--- config.mk ---
export PLATFORM = sky130hd
export DESIGN_NAME = ws_frame_sched_flat
export DESIGN_NICKNAME = d
export VERILOG_FILES = /design/src/rtl/ws_frame_sched_if.sv /design/src/rtl/ws_frame_sched.sv /design/src/flat_wrapper.sv
export SDC_FILE = /design/constraint.sdc
export NUM_CORES = 1
export LEC_CHECK = 0
export CAP_MARGIN = 20
export CORE_ASPECT_RATIO = 0.5
export CORE_MARGIN = 4
export CORE_UTILIZATION = 30
export DETAILED_ROUTE_END_ITERATION = 6
export HOLD_SLACK_MARGIN = 0.03
export SLEW_MARGIN = 25
export SYNTH_ARGS = -nofsm -noshare
export SYNTH_HDL_FRONTEND = slang
export SYNTH_SLANG_ARGS = --single-unit
export TNS_END_PERCENT = 50
--- constraint.sdc ---
create_clock -name clk -period 7.04 [get_ports clk]
set_input_delay 1.056 -clock clk [delete_from_list [all_inputs] [get_ports clk]]
set_output_delay 1.056 -clock clk [all_outputs]
set_load 0.03 [all_outputs]
--- src/rtl/ws_frame_sched_if.sv ---
// Scheduler bundle: host controls/status plus the per-strip start/busy handshake.
// master = scheduler side, slave = host and transmitter side.
interface ws_frame_sched_if #(
  parameter int unsigned NUM_STRIPS = 8
);
  logic                  enable;
  logic [NUM_STRIPS-1:0] strip_mask;
  logic [8:0]            leds_cfg;
  logic                  swap_req;
  logic                  clr_err;
  logic [NUM_STRIPS-1:0] busy;
  logic [NUM_STRIPS-1:0] start;
  logic                  bank;
  logic [8:0]            leds;
  logic                  swap_ack;
  logic [15:0]           frame_cnt;
  logic                  overrun;
  logic [NUM_STRIPS-1:0] dead_strip;

  modport master (
    input  enable, strip_mask, leds_cfg, swap_req, clr_err, busy,
    output start, bank, leds, swap_ack, frame_cnt, overrun, dead_strip
  );

  modport slave (
    output enable, strip_mask, leds_cfg, swap_req, clr_err, busy,
    input  start, bank, leds, swap_ack, frame_cnt, overrun, dead_strip
  );
endinterface

--- src/rtl/ws_frame_sched.sv ---
// Frame-rate scheduler: starts enabled strips one at a time on each frame tick and
// applies host bank swaps only at frame boundaries.
module ws_frame_sched #(
  parameter int unsigned NUM_STRIPS   = 8,
  parameter int unsigned FRAME_DIV    = 333333,
  parameter int unsigned BUSY_TIMEOUT = 64
) (
  input logic               clk,
  input logic               rst,
  ws_frame_sched_if.master  bus
);
  localparam int unsigned IdxW = $clog2(NUM_STRIPS + 1);
  localparam int unsigned SelW = (NUM_STRIPS > 1) ? $clog2(NUM_STRIPS) : 1;
  localparam int unsigned ToW  = $clog2(BUSY_TIMEOUT + 1);

  typedef enum logic [2:0] {StIdle, StScan, StIssue, StWaitRise, StWaitFall, StDone} state_e;

  state_e                state_q;
  logic [23:0]           tick_cnt_q;
  logic [IdxW-1:0]       idx_q;
  logic [ToW-1:0]        to_q;
  logic [NUM_STRIPS-1:0] mask_q;
  logic [NUM_STRIPS-1:0] start_q;
  logic [NUM_STRIPS-1:0] dead_q;
  logic [8:0]            leds_q;
  logic [15:0]           frame_cnt_q;
  logic                  bank_q;
  logic                  swap_ack_q;
  logic                  pend_q;
  logic                  overrun_q;

  logic                  tick;
  logic [SelW-1:0]       sel;
  logic                  idx_end;
  logic                  cur_mask;
  logic                  cur_busy;

  assign tick     = bus.enable && (tick_cnt_q == 24'(FRAME_DIV - 1));
  assign sel      = idx_q[SelW-1:0];
  assign idx_end  = (idx_q == IdxW'(NUM_STRIPS));
  assign cur_mask = mask_q[sel];
  assign cur_busy = bus.busy[sel];

  always_ff @(posedge clk or posedge rst) begin
    if (rst) begin
      tick_cnt_q <= '0;
    end else if (!bus.enable || tick) begin
      tick_cnt_q <= '0;
    end else begin
      tick_cnt_q <= tick_cnt_q + 24'd1;
    end
  end

  always_ff @(posedge clk or posedge rst) begin
    if (rst) begin
      state_q     <= StIdle;
      idx_q       <= '0;
      to_q        <= '0;
      mask_q      <= '0;
      start_q     <= '0;
      dead_q      <= '0;
      leds_q      <= '0;
      frame_cnt_q <= '0;
      bank_q      <= 1'b0;
      swap_ack_q  <= 1'b0;
      pend_q      <= 1'b0;
      overrun_q   <= 1'b0;
    end else begin
      start_q    <= '0;
      swap_ack_q <= 1'b0;
      if (bus.swap_req) pend_q <= 1'b1;
      // Clears come first so a same-cycle set below takes priority.
      if (bus.clr_err) begin
        overrun_q <= 1'b0;
        dead_q    <= '0;
      end
      if (tick && (state_q != StIdle)) overrun_q <= 1'b1;

      unique case (state_q)
        StIdle: begin
          if (tick) begin
            leds_q  <= bus.leds_cfg;
            mask_q  <= bus.strip_mask;
            idx_q   <= '0;
            state_q <= StScan;
          end
        end
        StScan: begin
          if (idx_end) begin
            state_q <= StDone;
          end else if (!cur_mask) begin
            idx_q <= idx_q + 1'b1;
          end else begin
            start_q[sel] <= 1'b1;
            state_q      <= StIssue;
          end
        end
        StIssue: begin
          to_q    <= '0;
          state_q <= StWaitRise;
        end
        StWaitRise: begin
          if (cur_busy) begin
            state_q <= StWaitFall;
          end else if (to_q == ToW'(BUSY_TIMEOUT - 1)) begin
            dead_q[sel] <= 1'b1;
            idx_q       <= idx_q + 1'b1;
            state_q     <= StScan;
          end else begin
            to_q <= to_q + 1'b1;
          end
        end
        StWaitFall: begin
          if (!cur_busy) begin
            idx_q   <= idx_q + 1'b1;
            state_q <= StScan;
          end
        end
        StDone: begin
          frame_cnt_q <= frame_cnt_q + 16'd1;
          if (pend_q) begin
            bank_q     <= ~bank_q;
            swap_ack_q <= 1'b1;
            // A request landing in this very cycle is kept for the next frame.
            pend_q     <= bus.swap_req;
          end
          state_q <= StIdle;
        end
        default: state_q <= StIdle;
      endcase
    end
  end

  assign bus.start      = start_q;
  assign bus.bank       = bank_q;
  assign bus.leds       = leds_q;
  assign bus.swap_ack   = swap_ack_q;
  assign bus.frame_cnt  = frame_cnt_q;
  assign bus.overrun    = overrun_q;
  assign bus.dead_strip = dead_q;
endmodule

--- src/flat_wrapper.sv ---
// flat-port wrapper written by rule: the top's interface ports become plain ports
module ws_frame_sched_flat 
#(
  parameter int unsigned NUM_STRIPS   = 8,
  parameter int unsigned FRAME_DIV    = 333333,
  parameter int unsigned BUSY_TIMEOUT = 64
)
  (clk, rst, bus_enable, bus_strip_mask, bus_leds_cfg, bus_swap_req, bus_clr_err, bus_busy, bus_start, bus_bank, bus_leds, bus_swap_ack, bus_frame_cnt, bus_overrun, bus_dead_strip);
  ws_frame_sched_if #(.NUM_STRIPS(NUM_STRIPS)) bus_i ();
  input logic clk;
  input logic rst;
  input wire logic [$bits(bus_i.enable)-1:0] bus_enable;
  input wire logic [$bits(bus_i.strip_mask)-1:0] bus_strip_mask;
  input wire logic [$bits(bus_i.leds_cfg)-1:0] bus_leds_cfg;
  input wire logic [$bits(bus_i.swap_req)-1:0] bus_swap_req;
  input wire logic [$bits(bus_i.clr_err)-1:0] bus_clr_err;
  input wire logic [$bits(bus_i.busy)-1:0] bus_busy;
  output wire logic [$bits(bus_i.start)-1:0] bus_start;
  output wire logic [$bits(bus_i.bank)-1:0] bus_bank;
  output wire logic [$bits(bus_i.leds)-1:0] bus_leds;
  output wire logic [$bits(bus_i.swap_ack)-1:0] bus_swap_ack;
  output wire logic [$bits(bus_i.frame_cnt)-1:0] bus_frame_cnt;
  output wire logic [$bits(bus_i.overrun)-1:0] bus_overrun;
  output wire logic [$bits(bus_i.dead_strip)-1:0] bus_dead_strip;
  assign bus_i.enable = bus_enable;
  assign bus_i.strip_mask = bus_strip_mask;
  assign bus_i.leds_cfg = bus_leds_cfg;
  assign bus_i.swap_req = bus_swap_req;
  assign bus_i.clr_err = bus_clr_err;
  assign bus_i.busy = bus_busy;
  assign bus_start = bus_i.start;
  assign bus_bank = bus_i.bank;
  assign bus_leds = bus_i.leds;
  assign bus_swap_ack = bus_i.swap_ack;
  assign bus_frame_cnt = bus_i.frame_cnt;
  assign bus_overrun = bus_i.overrun;
  assign bus_dead_strip = bus_i.dead_strip;
  ws_frame_sched #(.NUM_STRIPS(NUM_STRIPS), .FRAME_DIV(FRAME_DIV), .BUSY_TIMEOUT(BUSY_TIMEOUT)) u_core (.clk(clk), .rst(rst), .bus(bus_i));
endmodule
# After elaboration in Yosys (flattened, before gate mapping)
# Index checks and enable logic that the tools add are counted.
[word_totals]
reg_bits = 91
inputBits = 30
out_inout_bits = 44
elab_cells = 91
[classes]
addsub = 4
magnitude_cmp = 2
n_eq_ne = 17
muxes = 38
n_bitwise = 2
n_reduce_logical = 15
[op_table]
columns = ["cell", "n"]
rows = [
  ["8-bit two-way mux", 7],
  ["24-bit by 1-bit adder with 24-bit output (second input constant)", 1],
  ["24-bit by 19-bit == test with 1-bit output (second input constant)", 1],
  ["24-bit two-way mux", 1],
  ["4-bit two-way mux", 6],
  ["3-bit two-way mux", 6],
  ["16-bit by 1-bit adder with 16-bit output (second input constant)", 1],
  ["4-bit one-hot mux with 4 select lines", 1],
  ["3-bit one-hot mux with 5 select lines", 1],
  ["7-bit two-way mux", 2],
  ["7-bit one-hot mux with 2 select lines", 1],
  ["1-bit two-way mux", 10],
  ["2-bit != test (second input constant)", 5],
  ["8-bit OR", 1],
  ["7-bit by 1-bit adder with 7-bit output (second input constant)", 1],
  ["7-bit by 6-bit == test with 1-bit output (second input constant)", 1],
  ["7-bit AND reduction", 1],
  ["1-bit binary-select mux with 3-bit select", 2],
  ["3-bit by 2-bit == test with 1-bit output (second input constant)", 2],
  ["3-bit == test (second input constant)", 2],
  ["3-bit by 1-bit != test with 1-bit output (second input constant)", 2],
  ["4-bit by 1-bit adder with 4-bit output (second input constant)", 1],
  ["4-bit == test (second input constant)", 1],
  ["3-bit by 4-bit less-than comparator with 1-bit output (second input constant)", 1],
  ["15 further kinds", 20],
]

# Longest topological paths before layout
[logic_depth]
word_depth = 8
mapped_depth = 8
ltp_nobuf = 7

# Worst setup path after synthesis
# No wires, ideal clock.
[synth_path]
path_type = "input -> register"
start = "in bus_busy[1]"
end = "reg u_core.dead_q[6] (netlist: u_core.bus.dead_strip[6])"
setup_time_ns = 0.080
arrival_time_ns = 2.256
t_required_ns = 6.960
path_slack_ns = 4.704
cell_stages = 6
n_path_buf = 1
path_cell_list = "mux2i_1 > mux4_2 > buf_6 > or3b_1 > or2_4 > o22ai_2"
[synth_via]
elab_chain_len = 4
[synth_rtl]
columns = ["element", "line_no", "text"]
rows = [
  ["start, declared", "flat_wrapper.sv:17", "input wire logic [$bits(bus_i.busy)-1:0] bus_busy;"],
  ["1-bit binary-select mux with 3-bit select", "ws_frame_sched.sv:42", "assign cur_busy = bus.busy[sel];"],
  ["1-bit two-way mux (implied by the code)", "ws_frame_sched.sv:42", ""],
  ["8-bit two-way mux", "ws_frame_sched.sv:103", "if (cur_busy) begin"],
  ["8-bit two-way mux", "ws_frame_sched.sv:79", "unique case (state_q)"],
  ["end signal, assigned", "ws_frame_sched.sv:61", "dead_q <= '0;"],
  ["end signal, assigned", "ws_frame_sched.sv:75", "dead_q <= '0;"],
  ["end signal, assigned by index", "ws_frame_sched.sv:106", "dead_q[sel] <= 1'b1;"],
  ["end, declared", "ws_frame_sched.sv:24", "logic [NUM_STRIPS-1:0] dead_q;"],
]
# No other way between the ends. The select of a mux whose other input is x is not followed.
# A chain may end at the register's enable or synchronous reset.

# Worst setup path in the final report
[layout_path]
start = "in bus_busy[4]"
end = "reg u_core.idx_q[0]"
[layout_via]
elab_chain_len = 4
word_cells_on_any_way = 5
cone_classes = "eq/ne (2); mux (2); reduce/logical (1)"
[layout_rtl]
columns = ["element", "line_no", "text"]
rows = [
  ["1-bit binary-select mux with 3-bit select *", "ws_frame_sched.sv:42", ""],
  ["1-bit two-way mux (implied by the code) *", "ws_frame_sched.sv:42", ""],
  ["2-bit != test (no source line)", "n/a", ""],
  ["7-bit AND reduction (no source line) *", "n/a", ""],
  ["end signal, assigned", "ws_frame_sched.sv:92", "idx_q <= idx_q + 1'b1;"],
  ["end signal, assigned", "ws_frame_sched.sv:107", "idx_q <= idx_q + 1'b1;"],
  ["end signal, assigned", "ws_frame_sched.sv:115", "idx_q <= idx_q + 1'b1;"],
  ["end, declared", "ws_frame_sched.sv:20", "logic [IdxW-1:0] idx_q;"],
]
# Every way passes the cells marked *; elsewhere a longest branch is shown, timed or not. The select of a mux whose other input is x is not followed.

==> qor.csv <==
stage;metric;value;unit
run_status;status;completed;
power_and_ir_drop;power per cell area;192;nW/um^2
timing;Final WS setup;4.34;ns
route;vias per cell;4.69;
synthesis;asr flop ratio synth;1.00;
synthesis;post-synthesis sequential area ratio;0.531;
timing;final period utilization;0.383;
worst_setup_path;worst reg2reg path startpoint;u_core.tick_cnt_q[20];
synthesis;Mapped Area;4290;um^2
synthesis;area share of the largest cell type after synthesis;0.531;
synthesis;cell accounting for the most synthesized area;dfrtp_1;
route;DR pass1 iterations;4;
placed_design;Post-Place Setup Slack;3.98;ns
global_route;met2 usage;0.180;
global_route;first-pass GRT wire length;14900;um
worst_setup_path;type of origin of the critical path;primary input;
placed_design;post-DP HPWL;6540;um
clock_tree;cts bufs inserted;9;
worst_setup_path;r2r worst-path depth;4;
global_route;Most Crowded Layer GR;met2;
synthesis;dominant cells by area after synthesis;dfrtp_1 (53%), mux2_2 (4.7%), xor2_1 (4.1%);
timing;Final Max Slew Viols;0;
die;I/O pin count;74;
min_path;type of the worst min-delay path;flip-flop to flip-flop;
placed_design;RD Place Congestion;0.769;
layout;NumNets Final;499;
worst_setup_path;Setup crit start;bus_busy[4];
route;Routed Antenna Nets;0;
clock_tree;Longest Clk Path Bufs;2;
synthesis;Post-synth EDFFs;0;
route;DR iter-0 viols;128;
global_route;GR Util met1;0.149;
route;via count;3093;
worst_setup_path;r2r setup slk;4.76;ns
route;final wirelength;8940;um
global_route;GR Layer Usage met3;0.0273;
global_route;GRT Overall Usage;0.113;
timing;setup TNS;0;ns
worst_setup_path;Max Fanout on Critical Path;11;
timing;crit path time final;2.70;ns
power_and_ir_drop;P_int;838;uW
global_route;initial antenna violation count;0;
power_and_ir_drop;Seq pwr share;0.497;
power_and_ir_drop;logic gate share of total power;0.035;
synthesis;Post-synth top flop;dfrtp_1;
synthesis;Synth Register Bits;91;
timing;worst slew pin tran;0.996;ns
clock_tree;CTS resizes;0;
global_route;vias in the first global route;3006;
worst_setup_path;CP Class;primary input to flip-flop;
global_route;largest net degree at the start of global routing;58;
layout;n_diodes;0;
clock_tree;CTS tree;done;
layout;register area;2280;um^2
worst_setup_path;Worst Setup EP;u_core.idx_q[0];
timing;Final Hold Vio Count;0;
clock_tree;CTS sink count;91;
worst_setup_path;Critical R2R Capture;u_core.tick_cnt_q[3];
layout;area delta synth->final;28.8;%
power_and_ir_drop;Leakage Power;2.37;nW
synthesis;syn nets;426;
job;Max-Cap Viols;0;
power_and_ir_drop;Clock Power Share;0.468;
timing;Clock Skews;0.00887;ns
worst_setup_path;CP required;7.27;ns
route;DR WL/cell;13.5;um
die;Die ar.;16400;um^2
timing;Setup violations, final;0;
synthesis;Synth Area per Inst;11.0;um^2
global_route;grt ovf;0;
clock_tree;# H-tree levels;3;
die;Starting Density;0.311;
timing;Slew HR;0.336;
timing;RSZ-0062 raised after global routing;no;
power_and_ir_drop;worst vdd ir;0.113;mV
die;Die Y;92.5;um
timing;Max Clk Rate;371;MHz
clock_tree;Clock transition at path regs;0.06;ns
worst_setup_path;Worst Path Arrival;2.93;ns
synthesis;Post-Synthesis Cells;390;
power_and_ir_drop;Net Sw Frac;0.208;
layout;share of cells above drive strength 1;0.115;
synthesis;Distinct cells, synth;58;
worst_setup_path;CP endpoint kind;flip-flop;
clock_tree;setup bufs post-CTS;0;
placed_design;Port-buffer cells;73;
clock_tree;CTS Hold Bufs;0;
synthesis;synth warn;0;
die;CORE AREA;13800;um^2
layout;area of the multi-input gates;1880;um^2
layout;Fill cells;1330;
route;drt drc;0;
clock_tree;Skew-Pair Late Insertion Delay;0.34;ns
die;Die W;177;um
clock_tree;Root Buffer;clkbuf_16;
power_and_ir_drop;Sw Pwr;220;uW
die;row cnt;30;
metal layers:
metal / routed length, um / vias to the layer above / share of wire
met2: 4100 / 48 / 0.46
met5: 0 / - / 0
met3: 413 / 11 / 0.046
li1: - / 1511 / -
met1: 4270 / 1523 / 0.48
met4: 156 / 0 / 0.017
sequential cells by signal, indices dropped and copies added, names as in the netlist:
signal,flops
u_core.idx_q,4
u_core.bus.start,8
u_core.bus.bank,1
u_core.pend_q,1
u_core.to_q,7
u_core.tick_cnt_q,24
u_core.bus.overrun,1
u_core.bus.frame_cnt,16
u_core.mask_q,8
u_core.bus.swap_ack,1
u_core.bus.dead_strip,8
u_core.state_q,3
u_core.bus.leds,9
cell usage in the layout (no fill, tap or decap), types with 2 or more instances in the layout:
master,count
clkbuf_8,2
nor3b_1,2
and4bb_2,2
nor3_1,7
mux2i_1,9
nand2b_1,4
o2bb2ai_1,3
a21oi_1,6
clkbuf_16,9
ha_1,6
nand4_1,14
and4_1,3
and2_1,4
o21bai_1,2
o22ai_1,7
xnor2_1,18
o21ai_0,8
inv_1,17
or3b_2,2
o21ai_1,5
clkinv_2,2
nor2_1,42
clkdlybuf4s50_1,73
o22ai_2,3
nand3b_1,3
nand2_1,19
and3_1,7
mux2_2,18
xor2_1,20
nand3_1,17
or3_1,10
dfrtp_1,91
o31ai_1,2
critical path, stage by stage:
cell	delay [ns]
clkdlybuf4s50_1	0.46
mux2i_1	0.06
mux4_2	0.63
o21ai_1	0.21
o21bai_2	0.19
mux2_4	0.32
synth_stat cells (7+ instances only):
| master | instances |
|---|---|
| nand3_1 | 17 |
| mux2i_1 | 9 |
| nand4_1 | 14 |
| dfrtp_1 | 91 |
| mux2_2 | 18 |
| inv_1 | 18 |
| nor2_1 | 42 |
| o22ai_1 | 7 |
| o21ai_0 | 8 |
| xor2_1 | 20 |
| or3_1 | 10 |
| nand2_1 | 19 |
| xnor2_1 | 18 |
| nor3_1 | 7 |
| and3_1 | 7 |
logic make-up (layout without fill, tap and decap cells):
logic type / count (synthesis) / count (layout) / share of synthesized area
adder cells (fa/ha/maj): 6 / 6 / 0.0175
multiplexers: 29 / 29 / 0.0771
AO/OA/AOI/OAI: 46 / 46 / 0.0759
flip-flops: 91 / 91 / 0.531
AND/OR/NAND/NOR: 149 / 149 / 0.187
buffers and inverters: 31 / 109 / 0.0336
XOR/XNOR: 38 / 38 / 0.0776
worst min path at each step:
| stage | depth (start not counted) | slack, ns | startpoint | end |
|---|---|---|---|---|
| detailed placement | 1 | 0.47 | u_core.bus.frame_cnt[15] | u_core.bus.frame_cnt[15] |
| global placement | 1 | 0.45 | u_core.bus.bank | u_core.bus.bank |
| global route | 1 | 0.50 | u_core.bus.bank | u_core.bus.bank |
| CTS | 1 | 0.48 | u_core.bus.frame_cnt[15] | u_core.bus.frame_cnt[15] |
| finish | 1 | 0.47 | u_core.bus.frame_cnt[15] | u_core.bus.frame_cnt[15] |
| floorplan | 1 | 0.47 | u_core.idx_q[3] | u_core.idx_q[3] |
power groups by stage:
stage	combinational (mW)	clock [mW]	sequential (mW)
after floorplan	0.0168	0	0.535
after global placement	0.0379	0	0.536
after detailed placement	0.0385	0	0.536
after CTS	0.0386	0.510	0.526
after global routing	0.0420	0.534	0.526
final	0.0369	0.495	0.526
through the flow:
step                      total power, mW  hold WS (ns)  std cells  cell area, um^2  utilization
after detailed placement            0.574         0.467        644             5210        0.378
after global placement              0.574         0.454        644             5200        0.377
final                                1.06         0.468        660             5520        0.401
after global routing                 1.10         0.504        660             5520        0.401
after floorplan                     0.552         0.471        390             4290            -
after CTS                            1.07         0.477        660             5520        0.401
cell type report:
| class | instances | area share |
|---|---|---|
| clock buffer | 11 | 0.0458 |
| clock inverter | 5 | 0.0109 |
| inverter | 19 | 0.0136 |
| multi-input combinational | 268 | 0.340 |
| sequential | 91 | 0.413 |
| tap | 192 | 0.0435 |
| timing repair buffer | 74 | 0.134 |
No activity file was read; power rests on OpenSTA's default activity.
